--- src/rtl/debouncer.sv ---
// Single-bit glitch filter: o_out adopts i_in only after 2^p_CNT_WIDTH consecutive differing edges.
// Latency is exactly T sampling edges from the change; no input flops and no backpressure.
module debouncer #(
  parameter int unsigned p_CNT_WIDTH  = 2,
  parameter logic        p_INIT_VALUE = 1'b0
) (
  input  logic i_clk,
  input  logic i_rst,
  input  logic i_in,
  output logic o_out
);

  logic [p_CNT_WIDTH-1:0] r_cnt;
  logic                   differ;
  logic                   expired;

  assign differ  = i_in ^ o_out;
  // All-ones means this edge is the T-th consecutive differing sample.
  assign expired = &r_cnt;

  always_ff @(posedge i_clk) begin
    if (i_rst) begin
      o_out <= p_INIT_VALUE;
      r_cnt <= '0;
    end else if (!differ) begin
      r_cnt <= '0;
    end else if (expired) begin
      o_out <= i_in;
      r_cnt <= '0;
    end else begin
      r_cnt <= r_cnt + 1'b1;
    end
  end

endmodule

--- config.mk ---
export PLATFORM = sky130hd
export DESIGN_NAME = debouncer
export DESIGN_NICKNAME = d
export VERILOG_FILES = /design/src/rtl/debouncer.sv
export SDC_FILE = /design/constraint.sdc
export NUM_CORES = 1
export LEC_CHECK = 0
export ABC_AREA = 1
export BUFFER_PORTS_ARGS = -buffer_cell sky130_fd_sc_hd__buf_2
export CORE_AREA = 3 3 40 42
export DETAILED_ROUTE_END_ITERATION = 8
export DIE_AREA = 0 0 43 45
export GPL_ROUTABILITY_DRIVEN = 0
export PLACE_DENSITY = 0.3
export SYNTH_ARGS = -nofsm -noshare
export SYNTH_HDL_FRONTEND = slang
export SYNTH_SLANG_ARGS = --single-unit
--- constraint.sdc ---
create_clock -name i_clk -period 1.33 [get_ports i_clk]
set_clock_uncertainty 0.15 [all_clocks]
set_input_delay 0.0665 -clock i_clk [delete_from_list [all_inputs] [get_ports i_clk]]
set_output_delay 0.0665 -clock i_clk [all_outputs]
set_load 0.005 [all_outputs]
==> summary.txt, run 1 <==
Global routing
  • Vias in the first global route: 129
  • Grt total ovfl: 0
  • Largest net degree at the start of global routing: 5
  • Antenna violations before repair: 0
  • First-pass GRT wire length: 489 um
  • Total GRT Usage: 4.08%

Route
  • First-pass DRT Iterations: 2
  • Residual DRC: 0
  • Vias per cell: 3.05
  • Routed Antenna Nets: 0
  • Final wirelength: 259 um
  • Vias: 125
  • Routed wire per std cell: 6.32 um
  • 1st-iter DRT viols: 2

Floorplan
  • Boundary pin count: 4
  • Initial core utilization: 10.2%
  • Core area: 1280 um^2
  • Die ar.: 1940 um^2
  • Rows: 13
  • Die height: 45 um
  • Die Span X: 43 um

STA
  • Crit path time final: 1030 ps
  • Rel. slew slack: 90.9%
  • Slew @ Worst Pin: 136 ps
  • RSZ-0062 raised after global routing: no
  • Hold slack: 265 ps
  • Fin. Hold Viols: 0
  • Max Slew Vio Count: 0
  • Maximum clock rate: 968 MHz
  • Setup TNS: 0 ps
  • Endpoints failing setup: 0
  • Final Cycle Share: 77.7%

Run status
  • Status: finished, final reports clean

Power and ir drop
  • Leakage Power: 0.0987 nW
  • PwrDens: 1290 nW/um^2
  • Maximum vdd ir drop: 503 uV

Synthesis
  • Syn Inst Count: 17
  • Syn Area/Cell: 7.73 um^2
  • Simple-Gate Fraction of Synth Area: 33.3%
  • Post-synthesis mux area share: 0%
  • Post-synth top flop: dfxtp_1
  • Top area cells in the synthesized netlist: dfxtp_1 46%, inv_1 11%, nor2_1 11%
  • Post-synth EDFFs: 0
  • Syn nets: 21
  • Syn Std Cell Area: 131 um^2
  • Adder-cell share of the synthesized area: 9.52%
  • Register area share after synthesis: 45.7%
  • XOR/XNOR Fraction of Synth Area: 0%
  • Synth top area share: 45.7%
  • Main combinational cell family by area after synthesis: simple AND/OR/NAND/NOR gates
  • Async SR Flop Fraction: 0%
  • Post-synth top area cell: dfxtp_1
  • Compound-Gate Fraction of Synth Area: 0%
  • Yosys warning total: 0
  • Synth Register Bits: 3
  • Top cells by count, synth: 4 x inv_1, 4 x nor2_1, 3 x dfxtp_1
  • Synth unique cells: 8

Setup path
  • Crit-path slowest cell: dfxtp_1
  • CP delay by family, top: flip-flops
  • CP Launch Point: r_cnt[0]$_SDFF_PP0_
  • Origin of the critical flop-to-flop path: r_cnt[0]$_SDFF_PP0_
  • Crit path kind: reg2reg
  • Crit path buffers/inverters: 0
  • Reg-to-reg endpoint: r_cnt[0]$_SDFF_PP0_
  • Worst Setup EP: r_cnt[0]$_SDFF_PP0_
  • R2R Setup Slk: 300 ps
  • Crit path arrival time: 1050 ps
  • Crit path largest cell delay: 300 ps
  • Required time of the critical path: 1350 ps
  • Crit path depth: 4
  • CP endpoint kind: flop
  • R2r worst-path depth: 4
  • Startpoint Class: flop
  • Crit-path max FO: 3
  • CP cell instances: ha_1 > nor2_2 > nand3_2 > nor2_1

Placed design
  • I/O Buffers: 3
  • Hpwl dp: 193 um

Clock network
  • Htree depth: 1
  • Post-CTS setup buffer count: 0
  • Clock transition at path regs: 30 ps
  • Max clock buf depth: 2
  • Total CTS buffers: 3
  • Number of clock sinks: 3
  • TritonCTS clock tree: built
  • Post-CTS Hold Fix Bufs: 2
  • Clock latency on the worst-skew pair: 230 ps
  • PostCTS Resize Cnt: 0
  • Root Buffer: clkbuf_4

Layout
  • Final core occ: 16.5%
  • Fillers: 147
  • Diode count: 0
  • Layout cell share with drive strength beyond 1: 30.8%
  • Nets: 31
  • Area grow syn2layout: 61.0%

Min path
  • Hold Path Class: reg2reg

Job
  • Max-capacitance violation count: 0
[worst reg2reg max path, stage by stage (launching register included)]
cell,delay [ps]
dfxtp_1,300
ha_1,230
nor2_2,120
nand3_2,90
nor2_1,80
[cell usage in the layout (no fill, tap or decap)]
| cell type | count |
|---|---|
| ha_1 | 1 |
| inv_1 | 4 |
| nor3_1 | 1 |
| nand2_1 | 2 |
| dfxtp_1 | 3 |
| buf_2 | 3 |
| clkbuf_4 | 3 |
| clkbuf_1 | 1 |
| nand3_2 | 1 |
| nor2_1 | 4 |
| nor2_2 | 1 |
| dlygate4sd3_1 | 2 |
[kinds of logic after synthesis]
group,Yosys count
and+or+nand+nor,9
DFF,3
buffers and inverters,4
adders and majority gates,1
[where the power goes]
group | leakage, nW | switching (W) | internal (W)
sequential | 0.0245 | 0.00000178 | 0.0000944
clock | 0.0150 | 0.0000444 | 0.000112
combinational | 0.0592 | 0.00000885 | 0.0000107
[how the worst min path moves through the flow]
stage | start | cells past startpoint | slack, ps | to
floorplan | i_rst | 1 | -4 | o_out$_SDFFE_PP0P_
global placement | i_rst | 2 | 110 | o_out$_SDFFE_PP0P_
detailed placement | i_rst | 2 | 130 | o_out$_SDFFE_PP0P_
CTS | r_cnt[0]$_SDFF_PP0_ | 1 | 270 | r_cnt[0]$_SDFF_PP0_
global route | r_cnt[0]$_SDFF_PP0_ | 1 | 280 | r_cnt[0]$_SDFF_PP0_
finish | r_cnt[0]$_SDFF_PP0_ | 1 | 260 | r_cnt[0]$_SDFF_PP0_
[per-stage QoR]
stage	cells	setup WS, ps	cell area (um^2)	power, W
after floorplan	17	351	131	0.000106
after global placement	35	313	165	0.000112
after detailed placement	35	284	165	0.000113
after CTS	41	277	211	0.000281
after global routing	41	198	211	0.000296
final	41	297	211	0.000272
[final cells by class]
cell class / count / area, um^2 / area share (%)
Clock buffer: 4 / 26.3 / 12.4
Sequential cell: 3 / 60.1 / 28.4
Inverter: 4 / 15.0 / 7.10
Multi-Input combinational cell: 10 / 56.3 / 26.6
Timing Repair Buffer: 5 / 35.0 / 16.6
Tap cell: 15 / 18.8 / 8.88
[registers in the layout, summed over array words and instances, names as in the netlist]
| name | cells |
|---|---|
| o_out | 1 |
| r_cnt | 2 |
[per-layer routing]
metal  global-route usage [%]  wire length, um
met1                     3.61              131
met3                     4.78               36
met4                     3.61                0
met5                        0                0
met2                     4.79               91
(Power assumes the default switching activity.)
==> run 2: changes to the inputs <==
clock period = 1 ns   (was 1.33 ns; I/O delays follow)
==> run 2 against run 1 <==
Effect of this change: critical path depth did not move; sequential share of layout area fell by 1.7 points; die area did not move; hold slack improved by 10 ps; sequential power rose by 36%; via count rose by 5.6%; final cell count did not move; first-iteration DRC count fell by 100%; count of clock-buffer cells in the layout did not move; largest cell class is now multi-input combinational cells; highest routed layer unchanged.
==> summary.txt, run 2 (synthesized netlist as in run 1, its figures left out) <==
Run status
  • Status: finished, final reports clean

Clock network
  • Max clock buf depth: 2
  • Post-CTS setup buffer count: 0
  • Clock latency on the worst-skew pair: 230 ps
  • TritonCTS clock tree: built
  • Number of clock sinks: 3
  • Root Buffer: clkbuf_4
  • Total CTS buffers: 3
  • Htree depth: 1
  • Clock transition at path regs: 30 ps

Layout
  • Max FFs per register: 2
  • Final non-filler cell area: 234 um^2
  • Fin cells: 41
  • Layout cell share with drive strength beyond 1: 46.2%
  • Commonest non-fill, non-tap cells in the layout: 4 x inv_1, 3 x nor2_1, 3 x clkbuf_4, 3 x buf_2
  • Most flop-heavy register: r_cnt
  • Area grow syn2layout: 78.1%
  • Leading cell type in the layout, fill and taps excluded: inv_1
  • Regs by FF count: r_cnt x2, o_out x1
  • Nets: 31
  • Final core occ: 18.2%
  • Diode count: 0

Job
  • Max-capacitance violation count: 0

Global routing
  • Largest net degree at the start of global routing: 5
  • Total GRT Usage: 4.33%
  • Antenna violations before repair: 0
  • First-pass GRT wire length: 531 um
  • Grt total ovfl: 0
  • Vias in the first global route: 142

Route
  • First-pass DRT Iterations: 1
  • Vias per cell: 3.22
  • Routed wire per std cell: 6.88 um
  • 1st-iter DRT viols: 0
  • Final wirelength: 282 um
  • Vias: 132
  • Residual DRC: 0
  • Routed Antenna Nets: 0

Setup path
  • CP endpoint kind: flop
  • Reg-to-reg endpoint: r_cnt[0]$_SDFF_PP0_
  • R2r worst-path depth: 4
  • Startpoint Class: flop
  • Crit-path max FO: 3
  • Crit path arrival time: 1010 ps
  • Origin of the critical flop-to-flop path: r_cnt[0]$_SDFF_PP0_
  • R2R Setup Slk: 1 ps
  • Required time of the critical path: 1010 ps
  • Crit path kind: reg2reg

Placed design
  • Hpwl dp: 193 um
  • Placed cell count: 35
  • Placed Area: 165 um^2
  • I/O Buffers: 3

Power and ir drop
  • Switching Fraction: 20.9%
  • PwrDens: 1580 nW/um^2
  • Comb pwr share: 8.6%
  • Maximum vdd ir drop: 543 uV
  • Leakage Power: 0.0977 nW
  • Sequential share of power: 35.4%
  • Psw: 0.0000776 W
  • Clock Power Share: 56.0%
  • Pint: 0.000293 W

STA
  • Slew @ Worst Pin: 136 ps
  • RSZ-0062 raised after global routing: yes
  • Rel. slew slack: 90.9%
  • Fin. Hold Viols: 0
  • Setup TNS: 0 ps
  • Hold slack: 275 ps
  • Crit path time final: 999 ps
  • Max Slew Vio Count: 0
  • Maximum clock rate: 1000 MHz
  • Final Cycle Share: 99.9%
  • Endpoints failing setup: 0

Floorplan
  • Core area: 1280 um^2
  • Boundary pin count: 4
  • Rows: 13
  • Die height: 45 um
  • Die Span X: 43 um
  • Initial core utilization: 10.2%
  • Die ar.: 1940 um^2

Min path
  • Hold Path Origin: r_cnt[0]$_SDFF_PP0_
  • Hold depth: 1
  • Hold Path Class: reg2reg
  • Hold path endpoint: r_cnt[0]$_SDFF_PP0_
run 2: layout make-up:
type / count / area, um^2
clock buffers: 4 / 26.3
well taps: 15 / 18.8
fillers: 146 / 1050
inverters: 4 / 15.0
flip-flops and latches: 3 / 62.6
repair buffers: 5 / 35.0
multi-input cells: 10 / 76.3
run 2: per-stage QoR:
| stage | total power [W] | setup WS, ps |
|---|---|---|
| detailed placement | 0.000150 | -45.7 |
| floorplan | 0.000142 | 21.5 |
| finish | 0.000371 | 1.01 |
| CTS | 0.000375 | 8.62 |
| global placement | 0.000149 | -17.1 |
| global route | 0.000409 | -51.9 |
run 2: per-layer routing:
| layer | vias to the layer above | track usage, % | part of all wire [%] |
|---|---|---|---|
| met5 | - | 0 | 0 |
| met4 | 0 | 3.61 | 0 |
| met3 | 0 | 4.78 | 16 |
| met2 | 6 | 5.09 | 38 |
| met1 | 57 | 4.10 | 45 |
| li1 | 69 | - | - |
run 2: how the worst max path moves through the flow:
stage	cells after the start	from	slack [ps]	to
global placement	4	r_cnt[0]$_SDFF_PP0_	-20	r_cnt[0]$_SDFF_PP0_
floorplan	4	r_cnt[0]$_SDFF_PP0_	20	r_cnt[0]$_SDFF_PP0_
global route	4	r_cnt[0]$_SDFF_PP0_	-50	r_cnt[0]$_SDFF_PP0_
finish	4	r_cnt[0]$_SDFF_PP0_	1	r_cnt[0]$_SDFF_PP0_
detailed placement	4	r_cnt[0]$_SDFF_PP0_	-50	r_cnt[0]$_SDFF_PP0_
CTS	4	r_cnt[0]$_SDFF_PP0_	9	r_cnt[0]$_SDFF_PP0_
run 2: repair_timing:
item / 4_1_cts / 5_1_grt
endpoints found under the setup margin: 2 / 3
cloned: 0 / 0
endpoints found under the hold margin: 3 / 0
resized for setup: 1 / 5
hold buffers: 2 / 0
pin swaps: 1 / 4
run 2: power groups by stage:
stage          registers, W  clock network (W)   logic, W
2_1_floorplan      0.000129                  0  0.0000123
3_3_place_gp       0.000129                  0  0.0000193
3_5_place_dp       0.000130                  0  0.0000205
4_1_cts            0.000128           0.000220  0.0000274
5_1_grt            0.000131           0.000241  0.0000370
6_report           0.000131           0.000208  0.0000320
run 2: worst max-delay path, stage by stage (launching register included):
cell and delay (ps):
dfxtp_2 320, ha_4 170, nor2_4 100, nand3_2 80, nor2_1 110
==> run 3: changes to the inputs <==
SETUP_SLACK_MARGIN = 0.5   (was not set)
==> run 3 against run 2 <==
Effect of this change: the run now ends with negative hold slack left; count of clock-buffer cells in the layout unchanged; sequential share of layout area increased by 3.3 points; sequential cell count stayed put; critical path depth unchanged; wire length fell by 9.2%; largest power group unchanged.
==> summary.txt, run 3 (synthesized netlist as in run 1, its figures left out) <==
Layout
  • Reg area: 63.8 um^2
  • Layout cell share with drive strength beyond 1: 50.0%
  • Diode count: 0
  • Max FFs per register: 2
  • Fillers: 150
  • Most flop-heavy register: r_cnt
  • Area of the multi-input gates: 73.8 um^2
  • Area grow syn2layout: 61.9%
  • Regs by FF count: r_cnt x2, o_out x1
  • Commonest non-fill, non-tap cells in the layout: 4 x inv_1, 4 x nor2_1, 3 x clkbuf_4, 3 x buf_2, 3 x dfxtp_2
  • Nets: 29
  • Fin cells: 39

Min path
  • Hold Path Origin: i_rst
  • Hold Path Class: in2reg

Route
  • Residual DRC: 0
  • Routed wire per std cell: 6.56 um
  • 1st-iter DRT viols: 0
  • Vias: 122
  • Vias per cell: 3.13
  • Final wirelength: 256 um
  • First-pass DRT Iterations: 1
  • Routed Antenna Nets: 0

STA
  • Maximum clock rate: 1060 MHz
  • Rel. slew slack: 91.0%
  • RSZ-0062 raised after global routing: yes
  • Crit path time final: 944 ps
  • Fin. Hold Viols: 3
  • Setup TNS: 0 ps
  • Max Slew Vio Count: 0
  • Final Cycle Share: 94.4%
  • Slew @ Worst Pin: 134 ps
  • Hold slack: -115 ps
  • Endpoints failing setup: 0

Setup path
  • CP Launch Point: r_cnt[0]$_SDFF_PP0_
  • Origin of the critical flop-to-flop path: r_cnt[0]$_SDFF_PP0_
  • CP endpoint kind: flop
  • Crit path arrival time: 950 ps
  • Crit path largest cell delay: 330 ps
  • CP cell instances: ha_4 > nor2_4 > nand3_2 > nor2_1
  • Crit-path slowest cell: dfxtp_2
  • Required time of the critical path: 1010 ps
  • Crit path buffers/inverters: 0
  • Startpoint Class: flop
  • Crit path kind: reg2reg
  • CP delay by family, top: flip-flops
  • Crit-path max FO: 3

Global routing
  • Grt total ovfl: 0
  • Vias in the first global route: 122
  • Antenna violations before repair: 0
  • First-pass GRT wire length: 483 um
  • Total GRT Usage: 4.24%
  • Largest net degree at the start of global routing: 5

Clock network
  • Number of clock sinks: 3
  • Total CTS buffers: 3
  • Root Buffer: clkbuf_4
  • Clock transition at path regs: 40 ps
  • Max clock buf depth: 2
  • TritonCTS clock tree: built
  • Clock latency on the worst-skew pair: 230 ps
  • Htree depth: 1

Power and ir drop
  • Leakage Power: 0.0894 nW
  • Maximum vdd ir drop: 524 uV
  • PwrDens: 1700 nW/um^2

Run status
  • Failing checks: negative hold slack
  • Status: complete, but fails checks

Placed design
  • I/O Buffers: 3
  • Placed cell count: 35
  • Hpwl dp: 191 um

Floorplan
  • Rows: 13
  • Die height: 45 um
  • Boundary pin count: 4
  • Core area: 1280 um^2
  • Initial core utilization: 10.2%
  • Die Span X: 43 um
  • Die ar.: 1940 um^2

Job
  • Max-capacitance violation count: 0
==> run 3: cell count changes in the layout (fill, tap and decap cells not counted) <==
| cell | before | now |
|---|---|---|
| dlygate4sd3_1 | 2 | 0 |
| dfxtp_1 | 1 | 0 |
| dfxtp_2 | 2 | 3 |
| nor2_1 | 3 | 4 |
| nor2_2 | 1 | 0 |
==> run 3: stage by stage <==
stage               total power (W)  worst slack [ps]  cell area, um^2  util [%]  hold WS, ps
floorplan                  0.000146               108              148         -        -28.2
global placement           0.000153              78.2              181      14.1         89.1
detailed placement         0.000156              62.0              181      14.1          101
CTS                        0.000375              48.6              208      16.2         -146
global route               0.000394             -1.91              213      16.6         -119
finish                     0.000362              56.4              213      16.6         -115
==> run 3: area by class of cell <==
class / instances / share of cell area [%]
well taps: 15 / 8.82
flip-flops and latches: 3 / 30.0
clock buffers: 4 / 12.4
repair buffers: 3 / 7.06
multi-input cells: 10 / 34.7
inverters: 4 / 7.06
==> run 3: path summary, 6_finish.rpt <==
| kind | to | slack, ps | depth (start not counted) |
|---|---|---|---|
| max | r_cnt[0]$_SDFF_PP0_ | 60 | 4 |
| min | o_out$_SDFFE_PP0P_ | -120 | 2 |
| max reg2reg | r_cnt[0]$_SDFF_PP0_ | 60 | 4 |
| min reg2reg | r_cnt[0]$_SDFF_PP0_ | 270 | 1 |
==> run 3: where the power goes <==
group	total, W	leakage (nW)	switching [W]	internal (W)
clock network	0.000206	0.0150	0.0000570	0.000149
logic	0.0000246	0.0486	0.0000119	0.0000127
registers	0.000131	0.0258	0.00000483	0.000127
total	0.000362	0.0894	0.0000737	0.000288
==> run 3: layer usage <==
metal / vias up / wire length [um] / global-route usage (%)
met4: 0 / 6 / 3.61
li1: 65 / - / -
met5: - / 0 / 0
met3: 2 / 39 / 5.98
met1: 49 / 117 / 3.61
met2: 6 / 93 / 4.49
==> run 3: repair_timing <==
item	CTS	global route
hold endpoints to repair	3	3
endpoints found under the setup margin	4	4
pin swaps	0	2
gates cloned	0	0
setup buffers	0	0
gates resized for setup	0	1
